[config.mk]
export PLATFORM = sky130hd
export DESIGN_NAME = unsigned_mul_add
export DESIGN_NICKNAME = d
export VERILOG_FILES = /design/src/rtl/unsigned_arith_pkg.sv /design/src/rtl/unsigned_mul_add_shift_add_step.sv /design/src/rtl/unsigned_mul_add.sv
export SDC_FILE = /design/constraint.sdc
export NUM_CORES = 1
export LEC_CHECK = 0
export BUFFER_PORTS_ARGS = -buffer_cell sky130_fd_sc_hd__buf_2
export CELL_PAD_IN_SITES_DETAIL_PLACEMENT = 0
export CELL_PAD_IN_SITES_GLOBAL_PLACEMENT = 1
export CORE_ASPECT_RATIO = 1.1
export CORE_MARGIN = 8
export CORE_UTILIZATION = 40
export CTS_BUF_LIST = sky130_fd_sc_hd__clkbuf_8 sky130_fd_sc_hd__clkbuf_16
export DETAILED_ROUTE_END_ITERATION = 10
export PLACE_DENSITY_LB_ADDON = 0.1
export SLEW_MARGIN = 15
export SYNTH_ARGS = -nofsm -noshare
export SYNTH_HDL_FRONTEND = slang
export SYNTH_HIERARCHICAL = 1
export SYNTH_SLANG_ARGS = --single-unit
[constraint.sdc]
create_clock -name CLK -period 1.9 [get_ports CLK]
set_input_delay 0.285 -clock CLK [delete_from_list [all_inputs] [get_ports CLK]]
set_output_delay 0.285 -clock CLK [all_outputs]
set_load 0.02 [all_outputs]
[src/rtl/unsigned_arith_pkg.sv]
// -----------------------------------------------------------------------------
// unsigned_arith_pkg
//   Definitions shared by the sequential unsigned arithmetic blocks
//   (unsigned_mul_add and its companion divider).
//   - 2-bit FSM state encodings, kept as plain localparams so older blocks
//     that compare against raw codes keep working.
//   - clog2: counter width helper, evaluated at elaboration time.
// -----------------------------------------------------------------------------
package unsigned_arith_pkg;

  localparam logic [1:0] IDLE = 2'd0;
  localparam logic [1:0] OP   = 2'd1;
  localparam logic [1:0] ADD  = 2'd2;
  localparam logic [1:0] DONE = 2'd3;

  // Number of bits needed to count from 0 to value-1; never returns less
  // than 1 so a counter declared with it always has at least one bit.
  function automatic int clog2(input int value);
    int bits;
    int rem;
    bits = 0;
    rem  = value - 1;
    while (rem > 0) begin
      bits = bits + 1;
      rem  = rem >> 1;
    end
    if (bits < 1) bits = 1;
    return bits;
  endfunction

endpackage

[src/rtl/unsigned_mul_add_shift_add_step.sv]
// -----------------------------------------------------------------------------
// shift_add_step
//   One combinational step of the shift-add multiplier. If the current
//   multiplier bit (lo[0]) is set, the multiplicand is added to the upper
//   partial product; the {sum, lo} pair is then shifted right by one.
//
//   Ports
//     hi           in  N+1  upper partial product (bit N is the carry slot)
//     lo           in  N    lower partial product / remaining multiplier bits
//     multiplicand in  N    operand A
//     hi_next      out N+1  upper partial product after the step
//     lo_next      out N    lower partial product after the step
// -----------------------------------------------------------------------------
module shift_add_step #(
  parameter int N = 8
) (
  input  logic [N:0]   hi,
  input  logic [N-1:0] lo,
  input  logic [N-1:0] multiplicand,
  output logic [N:0]   hi_next,
  output logic [N-1:0] lo_next
);

  logic [N:0] sum;

  always_comb begin
    // hi is always below 2^N between steps, so hi + A fits in N+1 bits.
    sum = lo[0] ? (hi + {1'b0, multiplicand}) : hi;
    // The shifted-in top bit is always zero; the sum's LSB falls into lo.
    hi_next = {1'b0, sum[N:1]};
    lo_next = {sum[0], lo[N-1:1]};
  end

endmodule

[src/rtl/unsigned_mul_add.sv]
// -----------------------------------------------------------------------------
// unsigned_mul_add
//   Sequential shift-add multiplier with accumulate: result = A*B + C.
//   One product bit per cycle over N OP cycles, followed by one ADD cycle
//   and a one-cycle DONE completion pulse. Feeding it a divider's divisor,
//   quotient and remainder rebuilds the dividend.
//
//   state | meaning
//   ------+-------------------------------------------------------------
//   IDLE  | waiting; samples valid and captures operands
//   OP    | one shift-add step per cycle, N cycles
//   ADD   | product complete; addend sum formed combinationally
//   DONE  | ready pulse; result register loads the final sum
//
//   Ports
//     CLK          in  1   clock, rising edge
//     RST          in  1   asynchronous reset, active high
//     valid        in  1   start request, only looked at in IDLE
//     multiplicand in  N   operand A
//     multiplier   in  N   operand B
//     addend       in  N   operand C
//     busy         out 1   high in OP and ADD
//     ready        out 1   high for the single DONE cycle
//     result       out 2N  A*B+C, held until the next DONE
// -----------------------------------------------------------------------------
module unsigned_mul_add
  import unsigned_arith_pkg::*;
#(
  parameter int N = 8
) (
  input  logic           CLK,
  input  logic           RST,
  input  logic           valid,
  input  logic [N-1:0]   multiplicand,
  input  logic [N-1:0]   multiplier,
  input  logic [N-1:0]   addend,
  output logic           busy,
  output logic           ready,
  output logic [2*N-1:0] result
);

  localparam int CNT_W = clog2(N + 1);

  logic [1:0]       state;
  logic [1:0]       state_next;
  logic [N-1:0]     a_reg;
  logic [N-1:0]     c_reg;
  logic [N:0]       hi;
  logic [N-1:0]     lo;
  logic [CNT_W-1:0] count;

  logic [N:0]       hi_step;
  logic [N-1:0]     lo_step;
  logic [2*N-1:0]   product_sum;

  shift_add_step #(.N(N)) u_step (
    .hi           (hi),
    .lo           (lo),
    .multiplicand (a_reg),
    .hi_next      (hi_step),
    .lo_next      (lo_step)
  );

  // hi[N] is always zero once the N steps are done, and A*B + C is at most
  // 2^2N - 2^N, so the 2N-bit sum cannot overflow.
  assign product_sum = {hi[N-1:0], lo} + {{N{1'b0}}, c_reg};

  assign busy  = (state == OP) || (state == ADD);
  assign ready = (state == DONE);

  always_comb begin
    state_next = IDLE;
    case (state)
      IDLE:    state_next = valid ? OP : IDLE;
      // The step taken on this edge is the Nth one.
      OP:      state_next = (count == CNT_W'(N - 1)) ? ADD : OP;
      ADD:     state_next = DONE;
      DONE:    state_next = IDLE;
      default: state_next = IDLE;
    endcase
  end

  always_ff @(posedge CLK or posedge RST) begin
    if (RST) begin
      state  <= IDLE;
      a_reg  <= '0;
      c_reg  <= '0;
      hi     <= '0;
      lo     <= '0;
      count  <= '0;
      result <= '0;
    end else begin
      state <= state_next;
      case (state)
        IDLE: begin
          if (valid) begin
            a_reg <= multiplicand;
            c_reg <= addend;
            hi    <= '0;
            lo    <= multiplier;
            count <= '0;
          end
        end
        OP: begin
          hi    <= hi_step;
          lo    <= lo_step;
          count <= count + CNT_W'(1);
        end
        // hi/lo/c_reg stay frozen through ADD and DONE, so the sum seen
        // while leaving DONE is the one formed in ADD.
        DONE:    result <= product_sum;
        default: ;
      endcase
    end
  end

endmodule

==> key figures <==
Route
  • Remaining DRCs: 0
  • Via/cell ratio: 5.186
  • Initial DRC count: 107
  • Via count: 2728
  • Routed WL: about 8 mm
  • Pre-antenna DRT Iters: 4
  • Final ANT Viol Nets: 0
  • WL/cell: 14.89 µm

Synth
  • Distinct cells, synth: 54
  • FFs w/ async S/R, synth: 100.0%
  • Post-synthesis average cell area: 9.708 µm²
  • Synth top area share: just over 40%
  • Cell taking the most area after synthesis: dfrtp_1
  • Mapped Nets: 393
  • Top cells by area, synth: dfrtp_1 (41%), ha_1 (7.5%), mux2_2 (7.4%)
  • Most common flop cell mapped by yosys: dfrtp_1
  • EDFF count, synth: 0
  • Ys Warns: 6
  • Synth Cell Area: around 3300 µm²
  • Seq/Total Area, Yosys: between 40 and 50%
  • Synthesis-stage register bit count: 55
  • Post-Syn Instances: 344

Worst setup path
  • Cells on worst reg2reg path: 6
  • Critical path type: register to register
  • CP max stage cell: or4_4
  • Total stage count of the critical path: 6
  • Critical Path Sink: result[14]
  • Largest stage delay on the critical path: 0.53 ns
  • CP Max Fanout: 8
  • Worst path arrival time: roughly 2.2 ns
  • CP Capture Type: register
  • Req. time, crit path: 2.14 ns
  • Crit Reg-Reg Endpoint: result[14]
  • Reg2reg start: lo[0]
  • Critical Path Start: lo[0]
  • Setup slack, reg-to-reg: -0.03 ns
  • Sequence of cells on the critical path: ha_4, fa_2, a211oi_2, o211a_4, or4_4, a31oi_4
  • CP startpoint kind: register
  • CP bufs+invs: 0
  • Delay-heaviest family, CP: compound AO/OA/AOI/OAI gates

Place
  • Port bufs: 44
  • Dpl cell area: 3874 µm²
  • Post-DP HPWL: 5.883 mm
  • Global placer's final weighted congestion: 0.7992
  • Pre-CTS WS: -0.08149 ns

Status
  • Status: finished, violations left
  • Failing checks: negative setup slack

Final layout
  • Cell area after layout: 4109 µm²
  • Antenna diode count: 0
  • Final core occ: between 40% and 50%
  • Max reg flops: 16
  • Top Registers: result: 16 flops, hi: 9 flops
  • Largest Register: result
  • Nets: 463
  • Area delta synth->final: 23.04%
  • Share of layout cells above drive strength 1: 33.49%

Global route
  • Number of global-route vias before repair: 2735
  • Largest net degree at the start of global routing: 41
  • First-pass GRT wire length: 12.97 mm
  • Initial antenna violation count: 0
  • Total grt overflow: 0
  • Total GRT Usage: approximately 14%

STA
  • Minimum clock period: 1.927 ns
  • RSZ-0062 raised after global routing: yes
  • Fin. Hold Viols: 0
  • Setup violators final: 3
  • Min Hold Slack: 0.2056 ns
  • Max Transition Viols Final: 0
  • Tcrit/Tclk final: 101.4%
  • PnR worst setup slack: -0.02658 ns
  • Peak Freq: 519.1 MHz
  • Clock Skews: approximately 0.013 ns

Die
  • Row count: 35
  • Die Y: 111.8 µm
  • CORE AREA: 8233 µm²
  • Initial core utilization: 40.56%
  • DIE WIDTH: 103.1 µm
  • Die ar.: 11530 µm²
  • I/O Pins: 45

Clocking
  • Root Buffer: clkbuf_8
  • Clock Path Buffers: 2
  • Clock Latency Late Sink: around 0.31 ns
  • H-tree depth: 2
  • Clock transition at path regs: 0.10 ns
  • CTS sink cnt: 55
  • TritonCTS clock tree: yes
  • CTS buffer count: 5

Power
  • Cell leakage power: roughly 1.9 nW
  • Max VDD drop: 509.7 µV
  • Power Density: approximately 1700 nW/µm²
  • Pwr Total: 6.857 mW

Flow run
  • Max cap viols: 0

Hold path
  • Worst Hold Class: input port to register
-- logic make-up after synthesis --
| group | share of synthesized area (%) |
|---|---|
| AOI/OAI and AO/OA | 16.26 |
| muxes | 10.42 |
| and+or+nand+nor | 17.65 |
| xor gates and xnor gates | 1.049 |
| other | 0.1123 |
| DFF | 41.21 |
| buffers and inverters | 4.609 |
| adders and majority gates | 8.692 |
-- Yosys cell counts, drive strengths merged, types with 3 or more instances --
library cell  count
a211oi            7
buf              11
nor2             12
a21o              3
o2bb2ai           3
ha               20
o21a              5
nand2b            5
inv              10
nand2            50
o211ai            3
mux2             22
o21bai            3
a31oi             3
dfrtp            55
nand3            27
xnor2             4
or3               5
or4               3
clkbuf           11
nand3b            3
o21ai            20
a21oi            12
nor3              7
mux2i            10
o31ai             5
-- report_power, final --
group          leakage [nW]  switching, mW  total, mW  internal, mW
sequential            0.673          0.373       2.00          1.63
clock                0.0453          0.380      0.633         0.254
combinational          1.14           2.16       4.22          2.07
-- layout by cell type (no fill, tap or decap), types with 5 or more instances in the layout --
| cell | n |
|---|---|
| o21ai_0 | 17 |
| mux2_2 | 22 |
| dfrtp_1 | 53 |
| mux2i_1 | 10 |
| nand2b_1 | 5 |
| or3_1 | 5 |
| inv_1 | 9 |
| nand2_1 | 50 |
| buf_4 | 39 |
| nor3_1 | 5 |
| ha_4 | 6 |
| nor2_1 | 12 |
| a21oi_1 | 12 |
| buf_2 | 44 |
| ha_1 | 14 |
| a211oi_1 | 5 |
| clkbuf_8 | 5 |
| nand3_1 | 27 |
-- area by class of cell --
type	count	area (µm²)
fillers	833	4124
multi-input cells	257	1926
flip-flops and latches	55	1379
repair buffers	85	543.0
well taps	111	138.9
clock buffers	5	68.82
inverters	10	37.54
clock inverters	3	16.27
-- metrics by stage --
step,TNS (ns),std cells
4_1_cts,-0.02765,524
5_1_grt,-0.2709,526
3_3_place_gp,-0.2362,514
2_1_floorplan,0,344
6_report,-0.05046,526
3_5_place_dp,-0.4843,514
-- worst min path at each step --
stage          cells after the start  slack [ns]       startpoint        to
5_1_grt                            2        0.19        addend[1]  c_reg[1]
3_5_place_dp                       2        0.29              RST  count[2]
2_1_floorplan                      1        0.44  multiplicand[0]  a_reg[0]
3_3_place_gp                       2        0.29              RST  count[2]
6_report                           2        0.21        addend[1]  c_reg[1]
4_1_cts                            2        0.19        addend[1]  c_reg[1]
-- layer usage --
layer	GRT usage, %	routed length, µm	vias up
li1	-	-	1380
met4	3.478	59	0
met2	22.32	3646	51
met5	0	0	-
met1	18.86	3769	1293
met3	2.871	358	4
-- repair_timing --
item                                    CTS  global route
hold endpoints to repair                 15             0
hold buffers                              1             0
buffers inserted                          1             2
endpoints found under the setup margin   11             7
gates resized for setup                   6            14
pin swaps                                 4            12
(Power assumes the default switching activity.)
